`config.mk`:
```
export PLATFORM = sky130hd
export DESIGN_NAME = fc8_int_ctrl
export DESIGN_NICKNAME = d
export VERILOG_FILES = /design/src/rtl/fc8_int_ctrl.sv
export SDC_FILE = /design/constraint.sdc
export NUM_CORES = 1
export LEC_CHECK = 0
export ABC_AREA = 1
export CORE_AREA = 10 10 71 73
export CTS_CLUSTER_SIZE = 10
export DETAILED_ROUTE_END_ITERATION = 10
export DIE_AREA = 0 0 81 83
export GPL_TIMING_DRIVEN = 0
export HOLD_SLACK_MARGIN = 0.05
export PLACE_DENSITY = 0.79
export SLEW_MARGIN = 25
export SYNTH_ARGS = -nofsm -noshare
export SYNTH_HDL_FRONTEND = slang
export SYNTH_SLANG_ARGS = --single-unit
```
`constraint.sdc`:
```
create_clock -name master_clk -period 7.11 [get_ports master_clk]
set_input_delay 2.133 -clock master_clk [delete_from_list [all_inputs] [get_ports master_clk]]
set_output_delay 2.133 -clock master_clk [all_outputs]
set_load 0.005 [all_outputs]
```
`src/rtl/fc8_int_ctrl.sv`:
```
`default_nettype none
// ============================================================================
// fc8_int_ctrl : sticky interrupt status (W1C) / enable / soft-set for FC8 SFR bus
// Rev 1.0
// ============================================================================
module fc8_int_ctrl #(
  parameter logic [15:0] INT_STATUS_ADDR = 16'h0014,
  parameter logic [15:0] INT_ENABLE_ADDR = 16'h0015,
  parameter logic [15:0] INT_SET_ADDR    = 16'h0016
) (
  input  logic        master_clk,
  input  logic        master_rst_n,
  input  logic        sfr_cs,
  input  logic        sfr_wr_en,
  input  logic [15:0] sfr_addr,
  input  logic [7:0]  sfr_data_in,
  output logic [7:0]  sfr_data_out,
  output logic        sfr_hit,
  input  logic [7:0]  evt_in,
  output logic        cpu_irq_n
);

  logic [7:0] status;
  logic [7:0] enable;
  logic [7:0] evt_prev;

  logic       wr;
  logic       hit_status;
  logic       hit_enable;
  logic       hit_set;
  logic [7:0] rise;
  logic [7:0] clr;
  logic [7:0] set;
  logic [7:0] status_next;
  logic [7:0] enable_next;

  always_comb begin
    hit_status  = (sfr_addr == INT_STATUS_ADDR);
    hit_enable  = (sfr_addr == INT_ENABLE_ADDR);
    hit_set     = (sfr_addr == INT_SET_ADDR);
    wr          = sfr_cs & sfr_wr_en;
    rise        = evt_in & ~evt_prev;
    clr         = (wr && hit_status) ? sfr_data_in : 8'h00;
    set         = rise | ((wr && hit_set) ? sfr_data_in : 8'h00);
    // Set is applied after clear so a same-cycle event survives a W1C.
    status_next = (status & ~clr) | set;
    enable_next = (wr && hit_enable) ? sfr_data_in : enable;
  end

  always_ff @(posedge master_clk) begin
    if (!master_rst_n) begin
      status    <= 8'h00;
      enable    <= 8'h00;
      evt_prev  <= evt_in;
      cpu_irq_n <= 1'b1;
    end else begin
      status    <= status_next;
      enable    <= enable_next;
      evt_prev  <= evt_in;
      cpu_irq_n <= ~|(status_next & enable_next);
    end
  end

  assign sfr_hit = sfr_cs & (hit_status | hit_enable | hit_set);

  always_comb begin
    sfr_data_out = 8'h00;
    if (sfr_cs && !sfr_wr_en) begin
      if (hit_status)      sfr_data_out = status;
      else if (hit_enable) sfr_data_out = enable;
    end
  end

endmodule
`default_nettype wire

```
==> results of run 1 <==
-- worst max-delay path: cells and delay by family --
family          cells  cell delay, ns
buf+inv             3            1.07
simple gates        6            0.91
compound gates      1            0.27
-- placed cells by master (no fill, tap or decap) --
cell type | Yosys | final
nor2_8 | 3 | 3
nand3_2 | 1 | 1
o21ai_2 | 3 | 3
clkinv_2 | 0 | 1
nor2_2 | 2 | 2
nand3_4 | 1 | 1
nand2_2 | 2 | 2
nor2_1 | 24 | 24
nand3_1 | 9 | 9
buf_6 | 2 | 2
a21oi_1 | 2 | 2
clkdlybuf4s50_1 | 0 | 45
a31oi_1 | 8 | 8
dfxtp_1 | 25 | 25
buf_2 | 2 | 2
nand2_4 | 1 | 1
nor2_4 | 2 | 2
nand4_1 | 13 | 13
a211oi_1 | 6 | 6
clkbuf_1 | 1 | 1
o21ai_1 | 2 | 2
clkbuf_8 | 0 | 3
inv_2 | 1 | 1
a2111oi_2 | 1 | 1
nand2_1 | 60 | 60
inv_1 | 35 | 35
-- power groups by stage --
stage / registers (mW) / logic (mW) / clock network (mW)
4_1_cts: 0.147 / 0.0411 / 0.0871
6_report: 0.147 / 0.0410 / 0.0846
3_3_place_gp: 0.151 / 0.0402 / 0
5_1_grt: 0.148 / 0.0450 / 0.0944
2_1_floorplan: 0.150 / 0.0160 / 0
3_5_place_dp: 0.151 / 0.0410 / 0
-- cells by family (layout without fill, tap and decap cells) --
group | count (synthesis) | count (layout) | synth area share, %
buf+inv | 41 | 90 | 12.10
simple gates | 118 | 118 | 41.52
flops | 25 | 25 | 35.34
compound gates | 22 | 22 | 11.04
-- worst max path at each step --
stage / start / cells past startpoint / slack [ns] / end
2_1_floorplan: sfr_addr[15] / 8 / 1.83 / sfr_data_out[1]
6_report: sfr_addr[2] / 10 / 0.58 / sfr_data_out[4]
3_3_place_gp: sfr_addr[2] / 10 / 0.58 / sfr_data_out[3]
5_1_grt: sfr_addr[2] / 10 / 0.35 / sfr_data_out[3]
4_1_cts: sfr_addr[2] / 10 / 0.57 / sfr_data_out[4]
3_5_place_dp: sfr_addr[2] / 10 / 0.59 / sfr_data_out[5]
-- flip-flops by register name (all words and copies together) (netlist names) --
signal     cells
status         8
cpu_irq_n      1
enable         8
evt_prev       8
-- cell type report --
cell class	count	area [um2]	share of cell area, %
tap	48	60.06	3.044
multi-input combinational	140	744.5	37.73
clock inverter	1	5.005	0.2536
sequential	25	500.5	25.36
timing repair buffer	45	450.4	22.83
inverter	36	135.1	6.848
clock buffer	3	41.29	2.093
buffer	5	36.28	1.839
-- layer usage --
layer	up-vias	track usage (%)
li1	758	-
met1	633	13.09
met2	34	17.87
met3	4	3.125
met4	0	3.599
met5	-	0
-- stage by stage --
step | hold WS [ns] | worst slack, ns | util [%]
final | 0.5075 | 0.5754 | 54.30
after global routing | 0.5342 | 0.3524 | 54.30
after CTS | 0.5080 | 0.5652 | 54.30
after detailed placement | 0.4956 | 0.5929 | 53.03
after global placement | 0.4904 | 0.5835 | 53.03
after floorplan | 0.4747 | 1.833 | -
==> run summary, run 1 <==
Synthesis Warnings - 0
via/cell ratio - 4.716
R2R depth - 10
Die Wd - 81 um
leakage - 0.9827 nW
Tcrit/Tclk final - 91.91%
Routed WL per cell - 12.11 um
share of power burned in registers - 54.0%
power density over the cells - 138.3 nW/um2
Post-DP HPWL - 2844 um
WL met2 - 1823 um
drt first pass iters - 4
first-pass GRT wire length - 6085 um
Switching Power - 0.06530 mW
Net count, final - 292
min Tclk post-route - 6.535 ns
TNS Setup - 0 ns
Yosys top cell area share - 35.34%
Yosys cell types - 23
Core Rows - 22
Setup Buffers After CTS - 0
startpoint types - primary input
Worst EP required - 4.98 ns
final hold violation count - 0
Clock Root Buffer - clkbuf_8
Most Frequent Cell on Critical Path - nand2_1
Worst Hold Launch - status[4]$_SDFF_PN0_
met3 routed WL - 263 um
peak supply drop - 112.2 uV
die height - 83 um
Int Pwr - 0.2077 mW
Core ar. - 3633 um2
ratio of cells with drive above 1 in the final layout - 9.804%
later-pin clock latency in the skew report - 0.27 ns
Max-Cap Viols - 0
largest net degree at the start of global routing - 15
Hold Path Class - flop to flop
clock buffer depth - 2
Max-slew headroom - 67.79%
vias in the first global route - 1368
final setup vio count - 0
remaining global-route overflow - 0
Crit Path Class - primary input to output pin
hold buffers post-CTS - 0
hold endpoint - status[4]$_SDFF_PN0_
combinational power share - 15.0%
CP max stage delay - 0.56 ns
FMAX - 153.0 MHz
dpl cell area - 1927 um2
TritonCTS clock tree - yes
ANT cells - 0
met1 WL - 1540 um
Synth Register Bits - 25
Synth area leader - dfxtp_1
Sw Ratio - 23.92%
# fillers - 364
Port Buffers - 45
RD Place Congestion - 0.8650
clock power share - 31.0%
DR iter-0 viols - 120
Final Instance Area - 1973 um2
I/O Pins - 46
initial antenna violation count - 0
dominant synthesized flop cell - dfxtp_1
Post-synth top cells - 60 x nand2_1, 35 x inv_1, 25 x dfxtp_1, 24 x nor2_1, 13 x nand4_1
H-tree Lvls - 1
Final ANT Viol Nets - 0
WL final - 3669 um
Worst R2R End - cpu_irq_n$_SDFF_PN1_
# placed instances - 299
Tightest Pin Transition - 0.4831 ns
clk sinks - 25
Synth Instances - 206
non-filler instance count after layout - 303
die area - 6723 um2
clock-pin slew on the worst setup and hold paths - 0.09 ns
RSZ-0062 raised after global routing - false
Via Count - 1429
Worst Path Arrival - 4.40 ns
Worst path slowest cell - clkdlybuf4s50_1
crit-path cells - clkdlybuf4s50_1 > inv_1 > nor2_4 > nand2_1 > nor2_8 > nand2_2 > nand2_1 > nand2_1 > a211oi_1 > clkdlybuf4s50_1
CP max FO - 10
EDFF count, synth - 0
top post-synthesis cells by area - dfxtp_1 35%, nand2_1 16%, inv_1 9.3%, nor2_1 6.4%, nand4_1 5.7%
Global Route Usage Sum - 10.90%
Setup Skew - 0.001265 ns
worst reg2reg setup slack - 6.16 ns
syn nets - 242
Hold Crit Depth - 2
asr flop ratio synth - 0%
Critical Path End Type - output pin
status - completed
# DRC - 0
syn_area_per_cell - 6.876 um2
max-slew violations - 0
clock buffers created by TritonCTS - 3
power after layout - 0.2730 mW
P&R area growth vs syn - 39.31%
Mapped Area - 1416 um2
Initial Util - 38.98%
post-cts gate resize count - 0
post-synthesis sequential area ratio - 35.34%
Reg-to-Reg Start - evt_prev[0]$_DFF_P_
count leader, synth - nand2_1
max layer used - met4
Note: power is estimated with default switching activity, not from simulation.
==> run 2: changes to the inputs <==
CORE_AREA = 2 2 63 65   (was 10 10 71 73)
DIE_AREA = 0 0 65 67   (was 0 0 81 83)
SLEW_MARGIN = 20   (was 25)
==> run 2 against run 1 <==
  * Worst hold slack improved by 0.0052 ns
  * Sequential share of layout area is the same
  * First-iteration DRC count shrank 33%
  * Final cell count is the same
  * Power increased by 0.68%
  * Register-to-register slack barely moved
==> run summary, run 2 (synthesis gave the netlist of run 1 again) <==
RSZ-0062 raised after global routing - false
status - completed
crit-path cells - clkdlybuf4s50_1 > inv_1 > nor2_4 > nand2_1 > nor2_8 > nand2_2 > nand2_1 > nand2_1 > a211oi_1 > clkdlybuf4s50_1
Core ar. - 3606 um2 (-0.76%)
largest net degree at the start of global routing - 15 (unchanged)
I/O Pins - 46 (unchanged)
ratio of cells with drive above 1 in the final layout - 9.804% (unchanged)
TritonCTS clock tree - yes
first-pass GRT wire length - 5664 um (-6.9%)
min Tclk post-route - 6.524 ns (-0.01015 ns)
WL final - 3334 um (-9.1%)
DR iter-0 viols - 81 (-33%)
power after layout - 0.2748 mW (+0.68%)
CP max stage delay - 0.56 ns (about the same)
Worst path slowest cell - clkdlybuf4s50_1
leakage - 0.9827 nW (unchanged)
H-tree Lvls - 1 (unchanged)
Tightest Pin Transition - 0.4747 ns (-0.008435 ns)
WP buf/inv - 3 (unchanged)
Clock Root Buffer - clkbuf_8
delay-heaviest family, CP - buffers and inverters
largest registers - enable x8, evt_prev x8, status x8
Port Buffers - 45 (unchanged)
FMAX - 153.3 MHz (+0.16%)
Worst EP required - 4.98 ns (about the same)
RD Place Congestion - 0.8225 (-4.9%)
die area - 4355 um2 (-35%)
clk sinks - 25 (unchanged)
# DRC - 0 (unchanged)
TNS Setup - 0 ns (unchanged)
remaining global-route overflow - 0 (unchanged)
ANT cells - 0 (unchanged)
clock buffers created by TritonCTS - 3 (unchanged)
die height - 67 um (-19%)
P&R area growth vs syn - 39.31% (unchanged)
Max-slew headroom - 68.35% (+0.56 points)
via/cell ratio - 4.848 (+2.8%)
commonest non-fill, non-tap cell in the layout - nand2_1
hold buffers post-CTS - 0 (unchanged)
Critical Path End Type - output pin
Final ANT Viol Nets - 0 (unchanged)
worst reg2reg setup slack - 6.17 ns (about the same)
Reg-to-Reg Start - evt_prev[0]$_DFF_P_
R2R depth - 10 (unchanged)
vias in the first global route - 1317 (-3.7%)
hold endpoint - status[2]$_SDFF_PN0_
max-slew violations - 0 (unchanged)
later-pin clock latency in the skew report - 0.27 ns (about the same)
Final Instance Area - 1973 um2 (unchanged)
most frequent cells in the layout - 60 x nand2_1, 45 x clkdlybuf4s50_1, 35 x inv_1
clock buffer depth - 2 (unchanged)
final hold violation count - 0 (unchanged)
peak supply drop - 90.39 uV (-19%)
clock-pin slew on the worst setup and hold paths - 0.09 ns (about the same)
Initial Util - 39.28% (+0.30 points)
CP max FO - 10 (unchanged)
post-cts gate resize count - 0 (unchanged)
Crit Path Class - primary input to output pin
Setup Skew - 0.006017 ns (+0.004753 ns)
dpl cell area - 1927 um2 (unchanged)
power density over the cells - 139.3 nW/um2 (+0.68%)
initial antenna violation count - 0 (unchanged)
Routed WL per cell - 11.00 um (-9.1%)
Net count, final - 292 (unchanged)
Via Count - 1469 (+2.8%)
Hold Crit Depth - 2 (unchanged)
Worst R2R End - cpu_irq_n$_SDFF_PN1_
Tcrit/Tclk final - 91.76% (-0.14 points)
Die Wd - 65 um (-20%)
Core Rows - 22 (unchanged)
Max-Cap Viols - 0 (unchanged)
Hold Path Class - flop to flop
Global Route Usage Sum - 16.48% (+5.6 points)
Most Frequent Cell on Critical Path - nand2_1
Setup Buffers After CTS - 0 (unchanged)
startpoint types - primary input
final setup vio count - 0 (unchanged)
drt first pass iters - 4 (unchanged)
Post-DP HPWL - 2460 um (-14%)
Worst Hold Launch - status[2]$_SDFF_PN0_
Worst Path Arrival - 4.39 ns (about the same)
==> run 2: cell counts in the layout (fill, tap and decap cells not counted) <==
No cell type changed its count.
==> run 2: where the power goes <==
part           switching [mW]  total (mW)  internal [mW]
Clock                  0.0471      0.0864         0.0393
Combinational          0.0179      0.0410         0.0230
Sequential            0.00202       0.147          0.145
==> run 2: area by class of cell <==
type | instances | area [um2]
fillers | 362 | 1633
clock inverters | 1 | 5.005
repair buffers | 45 | 450.4
inverters | 36 | 135.1
clock buffers | 3 | 41.29
plain buffers | 5 | 36.28
well taps | 48 | 60.06
flip-flops and latches | 25 | 500.5
multi-input cells | 140 | 744.5
==> run 2: worst max path at each step <==
stage	end	depth (start not counted)	slack, ns	start
2_1_floorplan	sfr_data_out[1]	8	1.83	sfr_addr[15]
3_3_place_gp	sfr_data_out[5]	10	0.59	sfr_addr[2]
3_5_place_dp	sfr_data_out[5]	10	0.58	sfr_addr[2]
4_1_cts	sfr_data_out[3]	10	0.58	sfr_addr[2]
5_1_grt	sfr_data_out[4]	10	0.38	sfr_addr[2]
6_report	sfr_data_out[4]	10	0.59	sfr_addr[2]
==> run 2: tightest hold or removal path, delay by kind of cell (launching register included) <==
kind | cells | cell delay [ns]
flip-flops | 1 | 0.32
AO/OA/AOI/OAI | 1 | 0.07
AND/OR/NAND/NOR | 1 | 0.08
==> run 2: per-stage QoR <==
step                      util, %  worst slack, ns  hold WS, ns  cells
after floorplan                 -            1.833       0.4747    206
after global placement      53.44           0.5915       0.4890    299
after detailed placement    53.44           0.5832       0.4950    299
after CTS                   54.72           0.5756       0.5084    303
after global routing        54.72           0.3848       0.5281    303
final                       54.72           0.5855       0.5127    303
==> run 2: layer usage <==
layer | wire length (um) | GRT usage (%) | share of wire (%) | vias up
met5 | 0 | 0 | 0 | -
met4 | 39 | 3.723 | 1.2 | 0
met3 | 197 | 2.365 | 5.9 | 5
met2 | 1583 | 30.28 | 47 | 49
met1 | 1514 | 20.21 | 45 | 659
li1 | - | - | - | 756
==> run 3: changes to the inputs <==
CELL_PAD_IN_SITES_DETAIL_PLACEMENT = 0   (was not set)
CELL_PAD_IN_SITES_GLOBAL_PLACEMENT = 1   (was not set)
CORE_AREA = 2 2 68 70   (was 2 2 63 65)
DIE_AREA = 0 0 70 72   (was 0 0 65 67)
PLACE_DENSITY = 0.92   (was 0.79)
==> run 3 against run 2 <==
  * Worst hold slack got worse by 0.0031 ns
  * Count of clock-buffer cells in the layout unchanged
  * Clock skew fell by 0.0011 ns
  * Largest power group unchanged
==> run summary, run 3 (synthesis gave the netlist of run 1 again) <==
Final Instance Area - 1978 um2 (+0.25%)
# fillers - 436 (+20%)
Worst path slowest cell - clkdlybuf4s50_1
Routed WL per cell - 11.39 um (+3.5%)
Tcrit/Tclk final - 91.68% (about the same)
Max-Cap Viols - 0 (unchanged)
leakage - 0.9827 nW (unchanged)
Core ar. - 4264 um2 (+18%)
Via Count - 1443 (-1.8%)
WL final - 3496 um (+4.9%)
FMAX - 153.4 MHz (about the same)
ratio of cells with drive above 1 in the final layout - 9.804% (unchanged)
first-pass GRT wire length - 5802 um (+2.4%)
I/O Pins - 46 (unchanged)
Core Rows - 24 (+9.1%)
final setup vio count - 0 (unchanged)
final worst slack - 0.5913 ns (+0.005812 ns)
commonest non-fill, non-tap cell in the layout - nand2_1
Net count, final - 292 (unchanged)
clock buffer depth - 2 (unchanged)
initial antenna violation count - 0 (unchanged)
Post-DP HPWL - 2628 um (+6.8%)
RSZ-0062 raised after global routing - false
Global Route Usage Sum - 14.42% (-2.1 points)
via/cell ratio - 4.700 (-3.0%)
DR iter-0 viols - 58 (-28%)
crit-path cells - clkdlybuf4s50_1 > inv_1 > nor2_4 > nand2_1 > nor2_8 > nand2_2 > nand2_1 > nand2_1 > a211oi_1 > clkdlybuf4s50_1
Crit Path Class - primary input to output pin
Critical path origin - sfr_addr[2]
Reg-to-Reg Start - evt_prev[0]$_DFF_P_
TritonCTS clock tree - yes
post-cts gate resize count - 0 (unchanged)
status - completed
ANT cells - 0 (unchanged)
vias in the first global route - 1286 (-2.4%)
drt first pass iters - 4 (unchanged)
startpoint types - primary input
Tightest Pin Transition - 0.5009 ns (+0.02618 ns)
min Tclk post-route - 6.519 ns (-0.005812 ns)
remaining global-route overflow - 0 (unchanged)
P&R area growth vs syn - 39.66%
largest registers - enable x8, evt_prev x8, status x8
Most Frequent Cell on Critical Path - nand2_1
later-pin clock latency in the skew report - 0.27 ns (about the same)
# DRC - 0 (unchanged)
Fin Hold WS - 0.5096 ns (-0.003106 ns)
Worst Path Arrival - 4.39 ns (about the same)
Die Wd - 70 um (+7.7%)
largest net degree at the start of global routing - 15 (unchanged)
Clock Root Buffer - clkbuf_8
hold buffers post-CTS - 0 (unchanged)
Hold Path Class - flop to flop
max-slew violations - 0 (unchanged)
Setup Skew - 0.004929 ns (-0.001088 ns)
clock buffers created by TritonCTS - 3 (unchanged)
Final ANT Viol Nets - 0 (unchanged)
RD Place Congestion - 0.7887 (-4.1%)
TNS Setup - 0 ns (unchanged)
die area - 5040 um2 (+16%)
CP max stage delay - 0.55 ns (about the same)
most frequent cells in the layout - 60 x nand2_1, 45 x clkdlybuf4s50_1, 35 x inv_1
CP max FO - 10 (unchanged)
clock-pin slew on the worst setup and hold paths - 0.09 ns (about the same)
H-tree Lvls - 1 (unchanged)
WP buf/inv - 3 (unchanged)
Worst EP required - 4.98 ns (about the same)
delay-heaviest family, CP - buffers and inverters
die height - 72 um (+7.5%)
power density over the cells - 138.6 nW/um2 (-0.47%)
Port Buffers - 45 (unchanged)
final hold violation count - 0 (unchanged)
Max-slew headroom - 66.61% (-1.7 points)
Critical Path End Type - output pin
Initial Util - 33.22% (-6.1 points)
peak supply drop - 78.81 uV (-13%)
dpl cell area - 1932 um2 (+0.26%)
clk sinks - 25 (unchanged)
Setup Buffers After CTS - 0 (unchanged)
fin util - 46.39% (-8.3 points)
pre-CTS setup slack - 0.5538 ns (-0.02945 ns)
Worst Hold Launch - status[1]$_SDFF_PN0_
## run 3: cell counts in the layout (fill, tap and decap cells not counted)
Identical to the previous run, type by type.
## run 3: final timing paths
path | end | slack (ns) | depth (start not counted)
max reg2reg | cpu_irq_n$_SDFF_PN1_ | 6.15 | 10
min reg2reg | status[1]$_SDFF_PN0_ | 0.51 | 2
max | sfr_data_out[5] | 0.59 | 10
min | status[1]$_SDFF_PN0_ | 0.51 | 2
## run 3: per-stage QoR
step	power (mW)	instances
6_report	0.2742	307
5_1_grt	0.2864	307
4_1_cts	0.2777	307
3_5_place_dp	0.1918	303
3_3_place_gp	0.1910	303
2_1_floorplan	0.1663	206
## run 3: cell type report
| type | instances | area [um2] | area share [%] |
|---|---|---|---|
| Clock inverter | 1 | 5.005 | 0.2530 |
| Tap cell | 52 | 65.06 | 3.289 |
| Timing Repair Buffer | 45 | 450.4 | 22.77 |
| Buffer | 5 | 36.28 | 1.834 |
| Inverter | 36 | 135.1 | 6.831 |
| Multi-Input combinational cell | 140 | 744.5 | 37.63 |
| Clock buffer | 3 | 41.29 | 2.087 |
| Sequential cell | 25 | 500.5 | 25.30 |
## run 3: worst min-delay path, delay by kind of cell (launching register included)
kind	cells	cell delay (ns)
and+or+nand+nor	1	0.08
AOI/OAI and AO/OA	1	0.07
DFF	1	0.32
## run 3: power by group
group | switching [mW] | total [mW] | leakage, nW | internal [mW]
Clock | 0.0466 | 0.0859 | 0.0255 | 0.0393
Sequential | 0.00201 | 0.147 | 0.206 | 0.145
Combinational | 0.0178 | 0.0409 | 0.751 | 0.0231
## run 3: per-layer routing
layer  track usage, %  share of wire [%]  routed length (um)
met1            18.71                 47                1636
met2            24.02                 43                1512
met5                0                  0                   0
met3            2.917                8.4                 294
met4            5.128                1.5                  53
